File: config.mk
export PLATFORM = sky130hd
export DESIGN_NAME = bus_receiver_flat
export DESIGN_NICKNAME = d
export VERILOG_FILES = /design/src/rtl/bus_receiver_if.sv /design/src/rtl/bus_receiver.sv /design/src/flat_wrapper.sv
export SDC_FILE = /design/constraint.sdc
export NUM_CORES = 1
export LEC_CHECK = 0
export CAP_MARGIN = 20
export CORE_MARGIN = 1
export CORE_UTILIZATION = 51
export DETAILED_ROUTE_END_ITERATION = 12
export GPL_TIMING_DRIVEN = 0
export PLACE_DENSITY = 0.78
export SLEW_MARGIN = 5
export SYNTH_ARGS = -nofsm -noshare
export SYNTH_HDL_FRONTEND = slang
export SYNTH_SLANG_ARGS = --single-unit
File: constraint.sdc
create_clock -name clk -period 3.1 [get_ports clk]
set_input_delay 0.465 -clock clk [delete_from_list [all_inputs] [get_ports clk]]
set_output_delay 0.465 -clock clk [all_outputs]
set_load 0.02 [all_outputs]
File: src/rtl/bus_receiver_if.sv
// Bus receiver ports: tri-state bus capture side, FIFO read handshake, status and sticky error flags.
// The slave modport is the receiver; the master modport is the bus/controller/consumer environment.
interface bus_receiver_if #(
    parameter int WIDTH = 8,
    parameter int DEPTH = 4
);
    localparam int CW = $clog2(DEPTH) + 1;

    tri   [WIDTH-1:0] bus_data;
    logic             bus_en;
    logic             load;
    logic             clr_err;
    logic [WIDTH-1:0] rd_data;
    logic             rd_valid;
    logic             rd_ready;
    logic [CW-1:0]    count;
    logic             full;
    logic             err_nodrv;
    logic             err_ovf;
    logic             err_x;

    modport master (
        output bus_data,
        output bus_en,
        output load,
        output clr_err,
        output rd_ready,
        input  rd_data,
        input  rd_valid,
        input  count,
        input  full,
        input  err_nodrv,
        input  err_ovf,
        input  err_x
    );

    modport slave (
        input  bus_data,
        input  bus_en,
        input  load,
        input  clr_err,
        input  rd_ready,
        output rd_data,
        output rd_valid,
        output count,
        output full,
        output err_nodrv,
        output err_ovf,
        output err_x
    );
endinterface

File: src/rtl/bus_receiver.sv
// Samples the shared tri-state bus on a qualified load strobe into a small FIFO read via valid/ready.
// Optional X/Z capture check on the bus word is enabled by defining BUS_XCHK_EN.
module bus_receiver #(
    parameter int WIDTH = 8,
    parameter int DEPTH = 4
) (
    input logic           clk,
    input logic           rst,
    bus_receiver_if.slave bus
);
    localparam int PW = $clog2(DEPTH);
    localparam int CW = PW + 1;

    logic [WIDTH-1:0] mem_q [DEPTH];
    logic [PW-1:0]    wrPtr_q, wrPtr_d;
    logic [PW-1:0]    rdPtr_q, rdPtr_d;
    logic [CW-1:0]    count_q, count_d;
    logic             errNodrv_q, errNodrv_d;
    logic             errOvf_q, errOvf_d;

    logic empty;
    logic full;
    logic capture;
    logic rd;
    logic wr;

    // A full FIFO still accepts a write when the same edge pops the head.
    assign empty   = (count_q == '0);
    assign full    = (count_q == CW'(DEPTH));
    assign capture = bus.load && bus.bus_en;
    assign rd      = !empty && bus.rd_ready;
    assign wr      = capture && (!full || rd);

    always_comb begin
        wrPtr_d = wrPtr_q;
        rdPtr_d = rdPtr_q;
        count_d = count_q;
        if (wr) wrPtr_d = wrPtr_q + PW'(1);
        if (rd) rdPtr_d = rdPtr_q + PW'(1);
        case ({wr, rd})
            2'b10:   count_d = count_q + CW'(1);
            2'b01:   count_d = count_q - CW'(1);
            default: count_d = count_q;
        endcase
        // Set condition overrides a simultaneous clear.
        errNodrv_d = (errNodrv_q && !bus.clr_err) || (bus.load && !bus.bus_en);
        errOvf_d   = (errOvf_q && !bus.clr_err) || (capture && full && !rd);
    end

    always_ff @(posedge clk or posedge rst) begin
        if (rst) begin
            wrPtr_q    <= '0;
            rdPtr_q    <= '0;
            count_q    <= '0;
            errNodrv_q <= 1'b0;
            errOvf_q   <= 1'b0;
        end else begin
            wrPtr_q    <= wrPtr_d;
            rdPtr_q    <= rdPtr_d;
            count_q    <= count_d;
            errNodrv_q <= errNodrv_d;
            errOvf_q   <= errOvf_d;
        end
    end

    // Storage is deliberately left unreset; occupancy alone decides what is valid.
    always_ff @(posedge clk) begin
        if (wr) mem_q[wrPtr_q] <= bus.bus_data;
    end

`ifdef BUS_XCHK_EN
    logic errX_q, errX_d;

    always_comb begin
        errX_d = (errX_q && !bus.clr_err) || (wr && ((^bus.bus_data) === 1'bx));
    end

    always_ff @(posedge clk or posedge rst) begin
        if (rst) errX_q <= 1'b0;
        else     errX_q <= errX_d;
    end

    assign bus.err_x = errX_q;
`else
    assign bus.err_x = 1'b0;
`endif

    assign bus.rd_data   = mem_q[rdPtr_q];
    assign bus.rd_valid  = !empty;
    assign bus.count     = count_q;
    assign bus.full      = full;
    assign bus.err_nodrv = errNodrv_q;
    assign bus.err_ovf   = errOvf_q;
endmodule

File: src/flat_wrapper.sv
// flat-port wrapper written by rule: the top's interface ports become plain ports
module bus_receiver_flat 
#(
    parameter int WIDTH = 8,
    parameter int DEPTH = 4
)
  (clk, rst, bus_bus_data, bus_bus_en, bus_load, bus_clr_err, bus_rd_ready, bus_rd_data, bus_rd_valid, bus_count, bus_full, bus_err_nodrv, bus_err_ovf, bus_err_x);
  bus_receiver_if #(.WIDTH(WIDTH), .DEPTH(DEPTH)) bus_i ();
  input logic clk;
  input logic rst;
  input wire logic [$bits(bus_i.bus_data)-1:0] bus_bus_data;
  input wire logic [$bits(bus_i.bus_en)-1:0] bus_bus_en;
  input wire logic [$bits(bus_i.load)-1:0] bus_load;
  input wire logic [$bits(bus_i.clr_err)-1:0] bus_clr_err;
  input wire logic [$bits(bus_i.rd_ready)-1:0] bus_rd_ready;
  output wire logic [$bits(bus_i.rd_data)-1:0] bus_rd_data;
  output wire logic [$bits(bus_i.rd_valid)-1:0] bus_rd_valid;
  output wire logic [$bits(bus_i.count)-1:0] bus_count;
  output wire logic [$bits(bus_i.full)-1:0] bus_full;
  output wire logic [$bits(bus_i.err_nodrv)-1:0] bus_err_nodrv;
  output wire logic [$bits(bus_i.err_ovf)-1:0] bus_err_ovf;
  output wire logic [$bits(bus_i.err_x)-1:0] bus_err_x;
  assign bus_i.bus_data = bus_bus_data;
  assign bus_i.bus_en = bus_bus_en;
  assign bus_i.load = bus_load;
  assign bus_i.clr_err = bus_clr_err;
  assign bus_i.rd_ready = bus_rd_ready;
  assign bus_rd_data = bus_i.rd_data;
  assign bus_rd_valid = bus_i.rd_valid;
  assign bus_count = bus_i.count;
  assign bus_full = bus_i.full;
  assign bus_err_nodrv = bus_i.err_nodrv;
  assign bus_err_ovf = bus_i.err_ovf;
  assign bus_err_x = bus_i.err_x;
  bus_receiver #(.WIDTH(WIDTH), .DEPTH(DEPTH)) u_core (.clk(clk), .rst(rst), .bus(bus_i));
endmodule
==> key figures, run 1 <==
Clock network
  – Number of buffers created by CTS: 5
  – Postcts setup bufs: 0
  – Deepest clock path buffer count: 2
  – # resized after CTS: 0
  – Reg clk slew, reported paths: 0.11 ns
  – CTS sink count: 41
  – CTS root buffer: clkbuf_4
  – Clk_lat worst skew: 0.35 ns
  – H-tree Lvls: 2
  – TritonCTS clock tree: done
  – # hold bufs at CTS: 0

Floorplanning
  – Die H: 59.47 microns
  – I/O pin cnt: 30
  – Die W: 59.47 microns
  – Starting Density: 54.27%
  – Core area: 3103 sq um
  – Cell Rows: 20
  – Die ar.: 3536 sq um

Setup path
  – CP Data Arrival Time: 2.09 ns
  – Slowest CP cell: clkdlybuf4s50_1
  – Crit path max fanout: 10
  – Crit path kind: reg -> out
  – Crit path cell chain: buf_2 -> mux4_2 -> clkdlybuf4s50_1
  – Critical Path RT: 2.63 ns
  – Worst Setup End Kind: output pin
  – Crit start category: flop
  – CP max stage delay: 0.56 ns

Logic synthesis
  – Most common cell in the netlist: edfxtp_1
  – Yosys top cell area share: 57.06%
  – Seq/Total Area, Yosys: 70.43%
  – Post-synth EDFFs: 32
  – Cells after synthesis: 92
  – Count of state elements after synthesis: 41
  – Most area-consuming cells after synthesis: edfxtp_1 (57%), dfrtp_1 (13%), mux4_2 (11%)
  – Syn_area_per_cell: 18.31 sq um
  – Ys async rst share: 21.95%
  – Post-Synthesis Net Count: 112
  – Cell taking the most area after synthesis: edfxtp_1
  – Cell area after synthesis: 1684 sq um
  – Main synth FF type: edfxtp_1
  – Synth cell types: 23
  – Top cells by count, synth: edfxtp_1 (32), inv_1 (10), dfrtp_1 (9), mux4_2 (8), ha_1 (5)
  – Yosys warnings: 0

GRT
  – First-pass GRT wire length: 4243 microns
  – Number of global-route vias before repair: 916
  – Grt total ovfl: 0
  – Initial antenna violation count: 0
  – Largest net degree at the start of global routing: 14
  – GR Util All Layers: 18.01%

STA
  – Actual slew at the worst max-slew pin: 0.5572 ns
  – Final Hold Fails: 0
  – FMAX: 391.3 MHz
  – Final period util: 82.43%
  – Final setup fails: 0
  – Final Skew: 0.009283 ns
  – Tmin final: 2.555 ns
  – Relative slew slack: 62.85%
  – Pins Over Slew Limit: 0
  – RSZ-0062 raised after global routing: false
  – Fin worst setup slack: 0.5446 ns
  – Setup TNS: 0 ns

Routing
  – WL per Instance: 15.28 microns
  – Drt drc: 0
  – Detail Route Antenna Nets: 0
  – 1st-iter DRT viols: 14
  – Overall routed net length: 2629 microns
  – Via count: 856
  – DRT Pass-1 Iters: 3
  – Post-DR vias/cell: 4.977

Place
  – Port bufs: 28
  – Cell Area, Placed: 2019 sq um
  – Post-DP HPWL: 1841 microns
  – GP Congestion: 0.6853
  – Pre-CTS setup slack: 0.3005 ns

Final layout
  – Diodes inserted: 0
  – Post-route cell area: 2096 sq um
  – Area grow syn2layout: 24.44%
  – Share of cells above drive strength 1: 19.53%
  – Final nets: 147
  – Util after Layout: 67.54%

Power and ir drop
  – Worst vdd ir: 0.4395 mV
  – P per Cell Area: 870.0 nW/um^2
  – Pleak: 0.7782 nW

Min path
  – Hold Path Class: in -> async

Status
  – Status: finished clean

Run
  – Max Cap Violations: 0
[per-layer routing]
metal	vias to the layer above	GRT usage, %	wire, microns
met5	-	0	0
met4	0	7.143	40
met3	5	6.769	105
met2	17	31.30	1398
met1	428	19.79	1085
li1	406	-	-
[final timing paths]
path                                                 start                               to  slack (ns)  cells past startpoint
hold reg to reg             u_core.bus.err_nodrv$_DFF_PP0_   u_core.bus.err_nodrv$_DFF_PP0_        0.54                      2
setup reg to reg           u_core.bus.count[0]$_DFFE_PP0P_  u_core.bus.count[2]$_DFFE_PP0P_        0.70                      9
min in group clk            u_core.bus.err_nodrv$_DFF_PP0_   u_core.bus.err_nodrv$_DFF_PP0_        0.54                      2
max in group asynchronous                              rst     u_core.bus.err_ovf$_DFF_PP0_        2.43                      2
setup / recovery             u_core.rdPtr_q[0]$_DFFE_PP0P_                   bus_rd_data[4]        0.54                      3
hold / removal                                         rst    u_core.wrPtr_q[0]$_DFFE_PP0P_        0.41                      2
[kinds of logic after synthesis]
logic type	synth area share [%]
DFF	70.43
buffers and inverters	3.195
and+or+nand+nor	4.903
muxes	11.59
adders and majority gates	4.903
xor gates and xnor gates	3.121
AOI/OAI and AO/OA	1.634
other	0.2227
[cell usage in the layout (no fill, tap or decap), drive strengths merged]
master / synthesis / routed
mux4: 8 / 8
dfrtp: 9 / 9
clkinv: 0 / 1
clkbuf: 0 / 6
clkdlybuf4s50: 0 / 28
conb: 1 / 1
and3: 1 / 1
and2: 4 / 4
nand2: 3 / 3
edfxtp: 32 / 32
buf: 3 / 3
o22ai: 2 / 2
ha: 5 / 5
mux2: 1 / 1
fa: 1 / 1
or3: 1 / 1
bufinv: 0 / 1
o21ai: 1 / 1
or4b: 1 / 1
xnor2: 3 / 3
o31a: 1 / 1
inv: 10 / 10
nor2: 1 / 1
nor2b: 1 / 1
xor2: 3 / 3
[power by group]
part | internal [mW] | leakage (nW) | total, mW | switching (mW)
registers | 0.691 | 0.399 | 0.746 | 0.0545
logic | 0.376 | 0.337 | 0.737 | 0.361
clock network | 0.169 | 0.0422 | 0.340 | 0.171
[through the flow]
stage                     std cells  hold WS [ns]  total power, mW
final                           172        0.4094            1.823
after global routing            172        0.4253            1.932
after detailed placement        164        0.5304            1.509
after CTS                       172        0.4110            1.842
after floorplan                  92        0.2929            1.215
after global placement          164        0.5155            1.475
[flip-flops by register name (all words and copies together), names as in the netlist]
signal and flops:
u_core.bus.count 3, u_core.wrPtr_q 2, u_core.rdPtr_q 2, u_core.mem_q 32, u_core.bus.err_nodrv 1, u_core.bus.err_ovf 1
[layout make-up]
cell class | count | area, sq um
sequential | 41 | 1186
fill | 239 | 1007
multi-input combinational | 38 | 444.2
timing repair buffer | 28 | 280.3
tap | 44 | 55.05
clock buffer | 6 | 41.29
inverter | 10 | 37.54
clock inverter | 2 | 35.03
buffer | 3 | 16.27
[worst max-delay path: cells and delay by family (launching register included)]
kind	cells	cell delay (ns)
buffers and inverters	2	0.86
multiplexers	1	0.54
flip-flops	1	0.34
Note: power is estimated with default switching activity, not from simulation.
==> inputs of run 2 (changes only) <==
- CORE_UTILIZATION: 51 -> 46
- PLACE_DENSITY: 0.78 -> 0.74
- clock period: 3.1 -> 2.1 ns (I/O delays scaled with it)
==> key figures, run 2 (same netlist as run 1, synthesis figures left out) <==
Clock network
  – # hold bufs at CTS: 0
  – Deepest clock path buffer count: 2
  – Clk_lat worst skew: 0.34 ns
  – Number of buffers created by CTS: 5
  – CTS sink count: 41
  – Reg clk slew, reported paths: 0.11 ns
  – CTS root buffer: clkbuf_4
  – TritonCTS clock tree: done
  – H-tree Lvls: 2

Setup path
  – Worst Setup End Kind: flop
  – Worst reg2reg path depth: 9
  – Crit path max fanout: 2
  – Reg-to-reg endpoint: u_core.bus.count[2]$_DFFE_PP0P_
  – Critical Path RT: 2.36 ns
  – Crit path kind: in -> reg
  – CP Data Arrival Time: 2.42 ns
  – R2R setup slack: -0.06 ns
  – Crit start category: input port
  – RR Startpoint: u_core.bus.count[0]$_DFFE_PP0P_

Floorplanning
  – Starting Density: 49.30%
  – Die ar.: 3907 sq um
  – Core area: 3416 sq um
  – Die W: 62.51 microns
  – I/O pin cnt: 30
  – Die H: 62.51 microns
  – Cell Rows: 21

Status
  – Status: finished, violations left
  – Failing checks: setup timing

Final layout
  – Register with the most flip-flops: u_core.mem_q
  – Final Non-Filler Cells: 176
  – Fill cell count: 268
  – Max reg flops: 32
  – Final nets: 149
  – Diodes inserted: 0
  – Area grow syn2layout: 25.71%
  – Post-route cell area: 2117 sq um
  – Commonest cells after routing, fill and taps aside: edfxtp_1 (32), clkdlybuf4s50_1 (18), inv_1 (8), mux4_2 (8), dfrtp_1 (7)
  – Commonest non-fill, non-tap cell in the layout: edfxtp_1
  – Share of cells above drive strength 1: 26.92%

Min path
  – Hold Path Class: in -> async

GRT
  – Number of global-route vias before repair: 931
  – GR Util All Layers: 15.57%
  – Largest net degree at the start of global routing: 13
  – Initial antenna violation count: 0
  – Grt total ovfl: 0
  – First-pass GRT wire length: 4381 microns

Power and ir drop
  – Net switching power: 0.8588 mW
  – Switching part of the total: 33.52%
  – Clock share of power: 14.0%
  – Worst vdd ir: 0.7594 mV
  – Power, Total: 2.562 mW
  – Logic pwr share: 41.7%
  – P per Cell Area: 1210 nW/um^2
  – Flop pwr share: 44.2%
  – Int Pwr: 1.703 mW
  – Pleak: 0.7944 nW

STA
  – Tmin final: 2.162 ns
  – Final Skew: 0.003371 ns
  – Final Hold Fails: 0
  – Setup TNS: -0.06169 ns
  – Final setup fails: 1
  – Fin worst setup slack: -0.06169 ns
  – Pins Over Slew Limit: 0
  – FMAX: 462.6 MHz
  – Final period util: 102.9%
  – RSZ-0062 raised after global routing: true

Routing
  – Via count: 864
  – Post-DR vias/cell: 4.909
  – WL per Instance: 15.27 microns
  – Drt drc: 0
  – Detail Route Antenna Nets: 0
  – 1st-iter DRT viols: 29
  – DRT Pass-1 Iters: 4
  – Overall routed net length: 2688 microns

Place
  – Inst Count DP: 166
  – GP Congestion: 0.7899
  – Cell Area, Placed: 2028 sq um
  – Port bufs: 28
  – Post-DP HPWL: 1868 microns

Run
  – Max Cap Violations: 0
run 2: repair_timing:
| action | CTS | global route |
|---|---|---|
| setup endpoints to repair | 11 | 10 |
| buffers inserted | 3 | 0 |
| gates cloned | 0 | 0 |
| resized for setup | 13 | 10 |
| pin swaps | 1 | 2 |
run 2: power groups by stage:
stage / clock network (mW) / registers [mW] / logic, mW
after floorplan: 0 / 1.15 / 0.657
after global placement: 0 / 1.11 / 1.08
after detailed placement: 0 / 1.13 / 1.09
after CTS: 0.373 / 1.13 / 1.04
after global routing: 0.406 / 1.15 / 1.16
final: 0.360 / 1.13 / 1.07
run 2: critical path, stage by stage:
cell and delay, ns:
clkdlybuf4s50_1 0.43, or4b_4 0.55, nor2b_4 0.15, inv_2 0.06, ha_4 0.13, inv_2 0.04, fa_2 0.33, xor2_1 0.14
nor2_1 0.13, xor2_1 0.15
run 2: metrics by stage:
stage / hold slack (ns) / setup slack [ns] / util [%]
finish: 0.2282 / -0.06169 / 61.98
global route: 0.2550 / -0.1624 / 61.98
CTS: 0.2255 / -0.09750 / 61.25
detailed placement: 0.5066 / -0.5147 / 59.38
global placement: 0.5009 / -0.4673 / 59.38
floorplan: 0.1429 / -0.1058 / -
run 2: how the worst max path moves through the flow:
| stage | from | endpoint | slack (ns) |
|---|---|---|---|
| after floorplan | u_core.bus.count[0]$_DFFE_PP0P_ | u_core.bus.count[2]$_DFFE_PP0P_ | -0.11 |
| after global placement | bus_rd_ready | u_core.bus.count[2]$_DFFE_PP0P_ | -0.47 |
| after detailed placement | bus_rd_ready | u_core.bus.count[2]$_DFFE_PP0P_ | -0.51 |
| after CTS | u_core.bus.count[0]$_DFFE_PP0P_ | u_core.bus.count[2]$_DFFE_PP0P_ | -0.1 |
| after global routing | u_core.bus.count[0]$_DFFE_PP0P_ | u_core.bus.count[2]$_DFFE_PP0P_ | -0.16 |
| final | bus_rd_ready | u_core.bus.count[2]$_DFFE_PP0P_ | -0.06 |
run 2: cell type report:
cell class	count	area, sq um	share of cell area (%)
repair buffers	31	296.5	14.01
clock inverters	2	10.01	0.4728
plain buffers	2	22.52	1.064
well taps	46	57.56	2.719
inverters	10	37.54	1.773
clock buffers	6	41.29	1.950
multi-input cells	38	462.9	21.87
flip-flops and latches	41	1189	56.15
run 2: metal layers:
metal	global-route usage (%)	wire length [microns]	vias to the layer above
met2	27.72	1416	19
met1	16.92	1124	434
li1	-	-	407
met3	5.292	124	4
met4	6.105	23	0
met5	0	0	-
